**config.mk**
```make
export PLATFORM = sky130hd
export DESIGN_NAME = prio_arbiter
export DESIGN_NICKNAME = d
export VERILOG_FILES = /design/src/rtl/prio_arbiter_pkg.sv /design/src/rtl/prio_arbiter_encoder.sv /design/src/rtl/prio_arbiter.sv
export SDC_FILE = /design/constraint.sdc
export NUM_CORES = 1
export LEC_CHECK = 0
export CAP_MARGIN = 20
export CELL_PAD_IN_SITES_DETAIL_PLACEMENT = 1
export CELL_PAD_IN_SITES_GLOBAL_PLACEMENT = 2
export CORE_ASPECT_RATIO = 0.75
export CORE_MARGIN = 2
export CORE_UTILIZATION = 34
export CTS_BUF_LIST = sky130_fd_sc_hd__clkbuf_4
export DETAILED_ROUTE_END_ITERATION = 8
export HOLD_SLACK_MARGIN = 0.08
export PLACE_DENSITY = 0.95
export SLEW_MARGIN = 15
export SYNTH_ARGS = -nofsm -noshare
export SYNTH_HDL_FRONTEND = slang
export SYNTH_HIERARCHICAL = 1
export SYNTH_SLANG_ARGS = --single-unit
```
**constraint.sdc**
```tcl
create_clock -name clk -period 7.2 [get_ports clk]
set_input_delay 0.72 -clock clk [delete_from_list [all_inputs] [get_ports clk]]
set_output_delay 0.72 -clock clk [all_outputs]
set_load 0.1 [all_outputs]
```
**src/rtl/prio_arbiter_pkg.sv**
```systemverilog
// Shared types and constants for the priority/round-robin arbiter.
package prio_arbiter_pkg;

  typedef enum logic {
    IDLE  = 1'b0,
    GRANT = 1'b1
  } state_t;

  localparam logic MODE_FIXED = 1'b0;
  localparam logic MODE_RR    = 1'b1;

endpackage

```
**src/rtl/prio_arbiter_encoder.sv**
```systemverilog
// Combinational N-to-W priority encoder: reports the highest set bit of req.
module priority_encoder_n
  import prio_arbiter_pkg::*;
#(
  parameter int N = 16,
  parameter int W = $clog2(N)
) (
  input  logic [N-1:0] req,
  output logic [W-1:0] idx,
  output logic         any_valid
);

  // Later (higher) set bits overwrite earlier ones, so the highest index wins.
  always_comb begin
    idx = {W{1'b0}};
    for (int i = 0; i < N; i++) begin
      if (req[i]) begin
        idx = W'(i);
      end else begin
        idx = idx;
      end
    end
    any_valid = |req;
  end

endmodule

```
**src/rtl/prio_arbiter.sv**
```systemverilog
// Fixed-priority / round-robin arbiter with a held grant released by ack.
module prio_arbiter
  import prio_arbiter_pkg::*;
#(
  parameter int N = 16,
  parameter int W = $clog2(N)
) (
  input  logic         clk,
  input  logic         rst_n,
  input  logic [N-1:0] req,
  input  logic         mode,
  input  logic         ack,
  output logic [N-1:0] gnt,
  output logic [W-1:0] gnt_idx,
  output logic         gnt_valid
);

  state_t         state_r;
  logic [W-1:0]   ptr_r;
  logic [N-1:0]   gnt_r;
  logic [W-1:0]   gnt_idx_r;
  logic           gnt_valid_r;

  logic [N-1:0]   rev_req_s;
  logic [N-1:0]   rev_masked_s;
  logic [W-1:0]   fix_idx_s;
  logic           fix_any_s;
  logic [W-1:0]   rr_m_ridx_s;
  logic           rr_m_any_s;
  logic [W-1:0]   rr_a_ridx_s;
  logic           rr_a_any_s;
  logic [W-1:0]   win_idx_s;
  logic           win_valid_s;
  logic [N-1:0]   win_onehot_s;
  logic [W-1:0]   nxt_ptr_s;

  // Bit-reversed views let the highest-first encoder find the lowest index;
  // the masked view only keeps requests at or above the round-robin pointer.
  always_comb begin
    rev_req_s    = {N{1'b0}};
    rev_masked_s = {N{1'b0}};
    for (int i = 0; i < N; i++) begin
      rev_req_s[i] = req[N-1-i];
      if (W'(N-1-i) >= ptr_r) begin
        rev_masked_s[i] = req[N-1-i];
      end else begin
        rev_masked_s[i] = 1'b0;
      end
    end
  end

  priority_encoder_n #(.N(N), .W(W)) u_enc_fixed (
    .req       (req),
    .idx       (fix_idx_s),
    .any_valid (fix_any_s)
  );

  priority_encoder_n #(.N(N), .W(W)) u_enc_rr_masked (
    .req       (rev_masked_s),
    .idx       (rr_m_ridx_s),
    .any_valid (rr_m_any_s)
  );

  priority_encoder_n #(.N(N), .W(W)) u_enc_rr_all (
    .req       (rev_req_s),
    .idx       (rr_a_ridx_s),
    .any_valid (rr_a_any_s)
  );

  // Winner selection, its one-hot form and the post-grant pointer value.
  always_comb begin
    win_idx_s    = {W{1'b0}};
    win_valid_s  = 1'b0;
    win_onehot_s = {N{1'b0}};
    if (mode == MODE_FIXED) begin
      win_idx_s   = fix_idx_s;
      win_valid_s = fix_any_s;
    end else if (rr_m_any_s) begin
      win_idx_s   = W'(N-1) - rr_m_ridx_s;
      win_valid_s = 1'b1;
    end else begin
      win_idx_s   = W'(N-1) - rr_a_ridx_s;
      win_valid_s = rr_a_any_s;
    end
    for (int i = 0; i < N; i++) begin
      win_onehot_s[i] = (W'(i) == win_idx_s);
    end
    if (win_idx_s == W'(N-1)) begin
      nxt_ptr_s = {W{1'b0}};
    end else begin
      nxt_ptr_s = win_idx_s + {{(W-1){1'b0}}, 1'b1};
    end
  end

  // Arbitration FSM with registered grant outputs.
  always_ff @(posedge clk or negedge rst_n) begin
    if (!rst_n) begin
      state_r     <= IDLE;
      ptr_r       <= {W{1'b0}};
      gnt_r       <= {N{1'b0}};
      gnt_idx_r   <= {W{1'b0}};
      gnt_valid_r <= 1'b0;
    end else begin
      case (state_r)
        IDLE: begin
          if (win_valid_s) begin
            state_r     <= GRANT;
            gnt_r       <= win_onehot_s;
            gnt_idx_r   <= win_idx_s;
            gnt_valid_r <= 1'b1;
            if (mode == MODE_RR) begin
              ptr_r <= nxt_ptr_s;
            end else begin
              ptr_r <= ptr_r;
            end
          end else begin
            gnt_r       <= {N{1'b0}};
            gnt_valid_r <= 1'b0;
          end
        end
        GRANT: begin
          if (ack) begin
            state_r     <= IDLE;
            gnt_r       <= {N{1'b0}};
            gnt_valid_r <= 1'b0;
          end else begin
            gnt_r       <= gnt_r;
            gnt_valid_r <= gnt_valid_r;
          end
        end
        default: begin
          state_r     <= IDLE;
          gnt_r       <= {N{1'b0}};
          gnt_valid_r <= 1'b0;
        end
      endcase
    end
  end

  assign gnt       = gnt_r;
  assign gnt_idx   = gnt_idx_r;
  assign gnt_valid = gnt_valid_r;

endmodule

```
==> impl_results.md, run 1 <==
* Outcome: finished clean
* Endpoint type of the worst setup path: register
* Clock buffer count from CTS at 3
* Yosys warns at 6
* Commonest register cell after synthesis: dfrtp_1
* Initial DRC count at 122
* Cell count after placement at 321
* EDFF count, synth at 0
* Fin crit share at 0.4961
* Area occupied by multi-input gates at 1151 um^2
* CORE AREA at 5353 um^2
* Dpl hpwl at 4597 um
* Most numerous cell in the Yosys netlist: nor2_1
* Gr ovfl total at 0
* Initial Util at 0.3518
* Final std cells w/o fill at 325
* Clock buffer depth at 2
* Clock Pin Slew Worst Setup and Hold Paths at 0.15 ns
* Hold crit path type: reg -> reg
* Rel. slew slack at 0.3385
* Via/cell ratio at 5.434
* FF+latch area at 650.6 um^2
* Setup Fix Bufs, Post-CTS at 0
* Chip height at 68.45 um
* Worst-Skew Late Latency at 0.34 ns
* Final Setup Violations at 0
* P&R area growth vs syn at 26.78%
* Max incr delay on CP at 0.63 ns
* Crit path arrival time at 3.81 ns
* GR Util met2 at 0.2813
* Worst slew pin tran at 0.9892 ns
* First-pass GRT wire length at 9480 um
* Drc violations at 0
* Nets at 275
* Max-cap violations at 0
* DR vias at 1766
* Cell Area, Synth at 1883 um^2
* Async SR Flop Fraction at 1.000
* GR Util All Layers at 0.1965
* Die W at 89.94 um
* Gpl congestion at 0.8389
* GR Util met1 at 0.3151
* Final Hold Fails at 0
* First drt pass iteration count at 4
* Vias in the first global route at 1742
* Setup TNS at 0 ns
* Startpoint Class: primary input
* GRT Max-Usage Layer: met1
* Slowest cell on the critical path: clkdlybuf4s50_1
* RSZ-0062 raised after global routing: no
* Netlist cell types at 48
* Die area at 6156 um^2
* Layout Skew at 0.01045 ns
* WS Path Type: in -> reg
* Core Rows at 23
* Clock Sinks at 26
* PortBufs at 40
* Final setup margin at 3.628 ns
* Synth area leaders: dfrtp_1 (35%), a22o_1 (7.0%), nor2_1 (7.0%), mux2i_1 (3.2%), o31ai_1 (2.8%)
* Pre-CTS setup slack at 3.267 ns
* CTS root buf: clkbuf_4
* CTS tree: yes
* Share of cells above drive strength 1 at 0.09600
* Wirelength, routed at 5882 um
* Number of top-level pins at 41
* Met3 GRT Util at 0.02643
* Most instantiated cells after synthesis: nor2_1 (35), dfrtp_1 (26), a22o_1 (15)
* LEAKAGE at 0.001007 uW
* Post-cts resize count at 0
* Largest net degree at the start of global routing at 19
* Post-Syn Instances at 213
* Slew Limit Fails at 0
* Initial antenna violation count at 0
* Power Dens Cells at 409.1 nW/um^2
* Syn Area/Cell at 8.841 um^2
* Yosys top cell area share at 0.3455
* Synth Register Bits at 26
* Final Core Density at 0.4460
* FILL cells at 638
* Worst path most repeated cell: inv_1
* Seq/Total Area, Yosys at 0.3455
* Min Hold Slack at 0.5201 ns
* Crit-path max FO at 8
* Min Clock Period, post-route at 3.572 ns
* Average wire per standard cell at 18.10 um
* H-tree levels at 1
* ANT nets after route at 0
* Required time worst endpoint at 7.44 ns
* CP delay by family, top: buffers and inverters
* Synth area leader: dfrtp_1
* CP cell instances: clkdlybuf4s50_1 -> inv_1 -> a311oi_1 -> nor4_2 -> nand3_1 -> or2_1 -> mux2i_1 -> mux2i_1 -> inv_1 -> ha_1 -> inv_1 -> o211a_1 -> a41oi_1 -> a21oi_1
* Peak supply drop at 0.2934 mV
* Max Freq at 280.0 MHz
* Worst path buffer plus inverter count at 4
* Syn_nets at 237
* Antenna cells at 0
* Cts hold-fix bufs at 0
## cells by family after synthesis
logic type / Yosys count / share of synthesized area
compound gates: 55 / 0.2286
xor+xnor: 1 / 0.004652
fa+ha+maj: 4 / 0.02658
buf+inv: 18 / 0.04451
flops: 26 / 0.3455
mux: 10 / 0.05913
simple gates: 99 / 0.2910
## power breakdown
part           switching, uW  internal [uW]  leakage, uW
Clock                   46.1           20.4    0.0000154
Sequential              57.6            190     0.000336
Combinational            462            200     0.000656
Total                    566            411      0.00101
## registers in the layout, indices dropped and copies added, names as in the netlist
name / count
state_r: 1
gnt: 16
gnt_idx: 4
ptr_r: 4
gnt_valid: 1
## stage by stage
step | area, um^2 | total power, uW
floorplan | 1883 | 727.8
global placement | 2331 | 891.4
detailed placement | 2359 | 903.7
finish | 2387 | 976.7
CTS | 2385 | 973.1
global route | 2387 | 1036
## metal layers
layer / wire [um] / vias to the layer above / part of all wire
met3: 183 / 5 / 0.031
met1: 3254 / 869 / 0.55
met2: 2421 / 36 / 0.41
met5: 0 / - / 0
li1: - / 856 / -
met4: 23 / 0 / 0.0039
## final cells by class
cell class	instances	share of cell area
inverters	10	0.01572
well taps	75	0.03931
multi-input cells	169	0.4822
clock inverters	1	0.001572
repair buffers	41	0.1792
clock buffers	3	0.009434
flip-flops and latches	26	0.2725
## cells in the final DEF (no fill, tap or decap), types with 5 or more instances in the layout
cell | Yosys | final
o21ai_0 | 5 | 5
inv_1 | 10 | 10
dfrtp_1 | 26 | 26
nor2_2 | 5 | 5
nand2_1 | 8 | 8
o31ai_1 | 7 | 7
mux2i_1 | 6 | 6
nor2_1 | 35 | 35
a22o_1 | 15 | 15
nand3_1 | 9 | 9
clkdlybuf4s50_1 | 0 | 40
nand2b_1 | 7 | 7
## worst paths after layout
check                          from        to  slack [ns]  depth (start not counted)
setup / recovery             req[6]  ptr_r[3]        3.63                         14
hold / removal               gnt[9]    gnt[9]        0.52                          1
setup reg to reg           ptr_r[1]  ptr_r[2]        3.76                         12
hold reg to reg              gnt[9]    gnt[9]        0.52                          1
max in group asynchronous     rst_n    gnt[1]        6.02                          2
min in group asynchronous     rst_n  ptr_r[0]        0.70                          1
(Power assumes the default switching activity.)
==> inputs of run 2 (changes only) <==
--- a/config.mk
+++ b/config.mk
@@ -10,11 +10,11 @@
 export CELL_PAD_IN_SITES_GLOBAL_PLACEMENT = 2
 export CORE_ASPECT_RATIO = 0.75
 export CORE_MARGIN = 2
-export CORE_UTILIZATION = 34
+export CORE_UTILIZATION = 28
 export CTS_BUF_LIST = sky130_fd_sc_hd__clkbuf_4
 export DETAILED_ROUTE_END_ITERATION = 8
 export HOLD_SLACK_MARGIN = 0.08
-export PLACE_DENSITY = 0.95
+export PLACE_DENSITY = 0.86
 export SLEW_MARGIN = 15
 export SYNTH_ARGS = -nofsm -noshare
 export SYNTH_HDL_FRONTEND = slang
==> constraint.sdc (replaced) <==
create_clock -name clk -period 3 [get_ports clk]
set_input_delay 0.3 -clock clk [delete_from_list [all_inputs] [get_ports clk]]
set_output_delay 0.3 -clock clk [all_outputs]
set_load 0.1 [all_outputs]
==> run 2 against run 1 <==
Power grew to 2.7 times the previous value. Via count grew 8.2%. Worst hold slack lost 0.21 ns. Sequential share of layout area shrank 2.5 points. Register-to-register slack lost 3.6 ns. Largest power group unchanged. Largest cell class unchanged. Global-route usage shrank 2.8 points. Critical endpoint is now gnt[6]. Critical path depth shrank 2. Routed wire length grew 9.6%. First-iteration DRC count shrank 51%. Flip-flop and latch count is the same. Die area grew 20%. Critical path type is now reg -> reg.
==> impl_results.md, run 2 (synthesized netlist as in run 1, its figures left out) <==
* Gpl congestion at 0.8666 (+3.3%)
* Clock share of power at 0.058 (-0.010)
* Nets at 313 (+14%)
* First drt pass iteration count at 4 (unchanged)
* Crit path arrival time at 3.03 ns (-0.78 ns)
* Hold crit path type: in -> async
* Antenna cells at 0 (unchanged)
* Vias in the first global route at 1899 (+9.0%)
* Final Setup Violations at 0 (unchanged)
* ANT nets after route at 0 (unchanged)
* Design Area, Final at 2646 um^2 (+11%)
* R2R cell count at 12 (unchanged)
* Final Power at 2589 uW (+170%)
* Die area at 7404 um^2 (+20%)
* Wirelength, routed at 6445 um (+9.6%)
* CTS tree: yes
* Largest net degree at the start of global routing at 27 (+8)
* Via/cell ratio at 5.179 (-4.7%)
* Required time worst endpoint at 3.23 ns (-4.21 ns)
* Drc violations at 0 (unchanged)
* Slew Limit Fails at 0 (unchanged)
* Dpl hpwl at 5036 um (+9.5%)
* Critical Path Start: ptr_r[2]
* Clock Sinks at 26 (unchanged)
* Peak supply drop at 0.7198 mV (+150%)
* PortBufs at 40 (unchanged)
* Fin crit share at 0.9338
* Clock Pin Slew Worst Setup and Hold Paths at 0.14 ns (about the same)
* Max Freq at 357.0 MHz
* Min Clock Period, post-route at 2.801 ns
* Pint at 1177 uW (+190%)
* Commonest non-fill, non-tap cell in the layout: buf_4
* Worst slew pin tran at 0.9617 ns (-0.02751 ns)
* First-pass GRT wire length at 9956 um (+5.0%)
* Crit-path max FO at 7 (-1)
* Rel. slew slack at 0.3569 (+0.01840)
* CTS root buf: clkbuf_4
* FF-to-FF Start: ptr_r[2]
* Combinational share of power at 0.722 (+0.044)
* Largest register FFs at 16 (unchanged)
* Power Dens Cells at 978.3 nW/um^2 (+140%)
* LEAKAGE at 0.001217 uW (+21%)
* Initial DRC count at 60 (-51%)
* Layout Skew at 0.01076 ns (+0.0003158 ns)
* Initial antenna violation count at 0 (unchanged)
* Final Core Density at 0.4127 (-0.03332)
* Worst-Skew Late Latency at 0.33 ns (about the same)
* Final Hold Fails at 0 (unchanged)
* DP Area at 2514 um^2 (+6.6%)
* Clock buffer depth at 2 (unchanged)
* Switching Share at 0.5455 (-0.03382)
* Share of cells above drive strength 1 at 0.3056 (+0.2096)
* RSZ-0062 raised after global routing: yes
* Core Rows at 25 (+8.7%)
* H-tree levels at 1 (unchanged)
* Endpoint type of the worst setup path: register
* Die W at 98.70 um (+9.7%)
* Initial Util at 0.2937 (-0.05814)
* Most frequent cells in the layout: buf_4 (58), nor2_1 (35), dfrtp_1 (23)
* Outcome: finished clean
* Psw at 1412 uW (+150%)
* FILL cells at 757 (+19%)
* Gr ovfl total at 0 (unchanged)
* DR vias at 1911 (+8.2%)
* WS Path Type: reg -> reg
* Sequential power share at 0.220 (-0.034)
* P&R area growth vs syn at 40.53%
* Number of top-level pins at 41 (unchanged)
* CORE AREA at 6412 um^2 (+20%)
* GR Util All Layers at 0.1686 (-0.02788)
* Startpoint Class: register
* Chip height at 75.02 um (+9.6%)
* Max-cap violations at 0 (unchanged)
* Clock buffer count from CTS at 3 (unchanged)
* Average wire per standard cell at 17.47 um (-3.5%)
## run 2: power by group through the flow
stage                     sequential [uW]  clock [uW]  combinational, uW
after floorplan                      1060           0                690
after global placement                582           0               1680
after detailed placement              581           0               1700
after CTS                             575         157               1710
after global routing                  587         174               1990
final                                 569         150               1870
## run 2: per-layer routing
metal,global-route usage,routed length (um),up-vias
li1,-,-,928
met1,0.2571,3401,952
met2,0.2615,2843,27
met3,0.02321,170,4
met4,0.02435,30,0
met5,0,0,-
## run 2: path summary, 6_finish.rpt
kind / endpoint / slack, ns
worst max-delay path: gnt[6] / 0.20
worst min-delay path: gnt[9] / 0.31
worst max register to register: gnt[6] / 0.20
worst min register to register: gnt[15] / 0.53
max in group asynchronous: ptr_r[3] / 2.43
min in group clk: gnt[15] / 0.53
## run 2: cell type report
| type | count | area [um^2] | area share |
|---|---|---|---|
| clock buffer | 3 | 22.52 | 0.008511 |
| clock inverter | 1 | 3.754 | 0.001418 |
| inverter | 10 | 37.54 | 0.01418 |
| multi-input combinational | 169 | 1186 | 0.4482 |
| sequential | 26 | 654.4 | 0.2473 |
| tap | 81 | 101.3 | 0.03830 |
| timing repair buffer | 79 | 640.6 | 0.2421 |
## run 2: through the flow
stage / setup WS (ns) / TNS (ns) / instances / hold slack, ns
floorplan: 0.1452 / 0 / 213 / 0.004409
global placement: 0.05095 / 0 / 356 / 0.4934
detailed placement: -0.05666 / -0.2621 / 356 / 0.4876
CTS: 0.05748 / 0 / 360 / 0.3149
global route: 0.01250 / 0 / 369 / 0.3356
finish: 0.1987 / 0 / 369 / 0.3123
## run 2: critical path: stages, from the launching register on
cell and delay (ns):
dfrtp_2 0.46, buf_2 0.21, o31ai_1 0.10, and2_1 0.22
nor4_2 0.18, nand3_1 0.10, or2_1 0.28, mux2i_1 0.15
mux2i_1 0.22, inv_1 0.14, buf_4 0.16, ha_1 0.26
a22o_1 0.23
## run 2: timing repair
action                                  in CTS  in global routing
endpoints found under the setup margin       0                 21
buffers inserted                             0                  9
resized for setup                            0                 10
hold buffers                                 0                  0
==> inputs of run 3 (changes only) <==
--- a/config.mk
+++ b/config.mk
@@ -15,6 +15,7 @@
 export DETAILED_ROUTE_END_ITERATION = 8
 export HOLD_SLACK_MARGIN = 0.08
 export PLACE_DENSITY = 0.86
+export SETUP_SLACK_MARGIN = 0.5
 export SLEW_MARGIN = 15
 export SYNTH_ARGS = -nofsm -noshare
 export SYNTH_HDL_FRONTEND = slang
==> run 3 against run 2 <==
Non-clock buffer count increased by 19. Routed wire length grew 36%. Via count increased by 15%. Count of clock-buffer cells in the layout unchanged. Final area up 19%. Power increased by 33%. Clock skew is 0.00090 ns higher. Critical path type unchanged. Largest cell class unchanged.
==> impl_results.md, run 3 (synthesized netlist as in run 1, its figures left out) <==
* Outcome: finished clean
* Required time worst endpoint at 3.26 ns (+0.03 ns)
* Chip height at 75.02 um (unchanged)
* Rel. slew slack at 0.3466 (-0.01028)
* Setup TNS at 0 ns (unchanged)
* Most frequent cells in the layout: buf_4 (64), nor2_1 (32), dfrtp_1 (22)
* Clock buffer depth at 2 (unchanged)
* RSZ-0062 raised after global routing: yes
* Power Dens Cells at 1095 nW/um^2 (+12%)
* Nets at 332 (+6.1%)
* Antenna cells at 0 (unchanged)
* Worst path buffer plus inverter count at 3 (unchanged)
* Clock Pin Slew Worst Setup and Hold Paths at 0.14 ns (about the same)
* Max incr delay on CP at 0.53 ns (+0.07 ns)
* Wirelength, routed at 8779 um (+36%)
* CTS root buf: clkbuf_4
* FF-to-FF Start: ptr_r[1]
* Slowest cell on the critical path: dfrtp_2
* Gr ovfl total at 0 (unchanged)
* Worst-Skew Late Latency at 0.33 ns (about the same)
* Startpoint Class: register
* Crit path arrival time at 3.20 ns (+0.17 ns)
* R2R Path End: ptr_r[3]
* ANT nets after route at 0 (unchanged)
* CTS tree: yes
* Via/cell ratio at 5.667 (+9.4%)
* Commonest non-fill, non-tap cell in the layout: buf_4
* PortBufs at 40 (unchanged)
* Average wire per standard cell at 22.68 um (+30%)
* Drc violations at 0 (unchanged)
* Gpl congestion at 0.9001 (+3.9%)
* Number of top-level pins at 41 (unchanged)
* CP cell instances: nand2_4 -> nand2b_4 -> a21boi_4 -> buf_6 -> nor4_4 -> nand3_1 -> or2_4 -> mux2i_4 -> mux2i_4 -> inv_2 -> ha_4 -> inv_2 -> o211a_1 -> a41oi_2 -> a21oi_2
* Hold crit path type: in -> async
* WS Path Type: reg -> reg
* Die W at 98.70 um (unchanged)
* Share of cells above drive strength 1 at 0.4935 (+0.1879)
* Final Core Density at 0.4921 (+0.07941)
* Final Setup Violations at 0 (unchanged)
* Crit-path max FO at 8 (+1)
* CP delay by family, top: simple AND/OR/NAND/NOR gates
* Max-cap violations at 0 (unchanged)
* Largest net degree at the start of global routing at 27 (unchanged)
* CORE AREA at 6412 um^2 (unchanged)
* Endpoint type of the worst setup path: register
* Fin crit share at 0.9785 (+0.04474)
* Core Rows at 25 (unchanged)
* Max Freq at 340.7 MHz (-4.6%)
* First drt pass iteration count at 4 (unchanged)
* Die area at 7404 um^2 (unchanged)
* Reg2Reg Setup Slack at 0.06 ns (-0.13 ns)
* First-pass GRT wire length at 11350 um (+14%)
* Initial antenna violation count at 0 (unchanged)
* H-tree levels at 1 (unchanged)
* Initial Util at 0.2937 (unchanged)
* LEAKAGE at 0.001398 uW (+15%)
* Peak supply drop at 0.8315 mV (+16%)
* Min Clock Period, post-route at 2.936 ns (+0.1342 ns)
* Initial DRC count at 111 (+85%)
* GR Util All Layers at 0.1960 (+0.02732)
* Slew Limit Fails at 0 (unchanged)
* DR vias at 2193 (+15%)
* Clock buffer count from CTS at 3 (unchanged)
* Clock Sinks at 26 (unchanged)
* Vias in the first global route at 2073 (+9.2%)
* Largest register FFs at 16 (unchanged)
* Layout Skew at 0.01166 ns (+0.0009000 ns)
* Cts hold-fix bufs at 0 (unchanged)
* Final Hold Fails at 0 (unchanged)
* R2R cell count at 15 (+3)
* Worst slew pin tran at 0.9771 ns (+0.01538 ns)
* P&R area growth vs syn at 67.57%
* Dpl hpwl at 4852 um (-3.7%)
-- run 3: power by group --
part / switching [uW] / internal [uW]
clock: 105 / 47.2
sequential: 132 / 462
combinational: 1600 / 1110
total: 1840 / 1620
-- run 3: worst max path at each step --
| stage | start | end | slack [ns] | cells past startpoint |
|---|---|---|---|---|
| after floorplan | ptr_r[3] | ptr_r[3] | 0.42 | 15 |
| after global placement | req[7] | ptr_r[3] | 0.08 | 13 |
| after detailed placement | req[7] | ptr_r[3] | 0.006 | 13 |
| after CTS | ptr_r[3] | ptr_r[3] | 0.39 | 13 |
| after global routing | ptr_r[1] | ptr_r[3] | 0.06 | 13 |
| final | ptr_r[1] | ptr_r[3] | 0.06 | 15 |
-- run 3: what timing repair did --
item / 4_1_cts / 5_1_grt
gates resized for setup: 41 / 44
endpoints found under the setup margin: 26 / 26
pin swaps: 9 / 27
setup buffers: 25 / 13
-- run 3: cell type report --
class | instances | area (um^2)
clock buffers | 3 | 22.52
fillers | 724 | 3257
inverters | 10 | 37.54
multi-input cells | 169 | 1479
flip-flops and latches | 26 | 655.6
well taps | 81 | 101.3
repair buffers | 98 | 859.6
-- run 3: metrics by stage --
stage	cells	area, um^2	total power, uW	worst slack (ns)	hold slack [ns]
global placement	346	2487	2233	0.08364	0.4712
CTS	374	2859	2868	0.3934	0.3297
floorplan	213	1966	1847	0.4214	0.004409
finish	387	3156	3455	0.06446	0.3143
detailed placement	346	2487	2255	0.005746	0.4848
global route	387	3156	3596	0.05646	0.3239
-- run 3: routing by layer --
metal  GRT usage  up-vias  wire length [um]  share of wire
met2      0.3152       80              4152           0.47
li1            -      970                 -              -
met4     0.01979        0               142          0.016
met5           0        -                 0              0
met1      0.2910     1127              3932           0.45
met3     0.03157       16               552          0.063
-- run 3: worst register-to-register path, delay by kind of cell (launching register included) --
kind	cells	cell delay, ns
AND/OR/NAND/NOR	5	0.93
flip-flops	1	0.53
AO/OA/AOI/OAI	4	0.47
multiplexers	2	0.44
buffers and inverters	3	0.28
adder cells (fa/ha/maj)	1	0.19
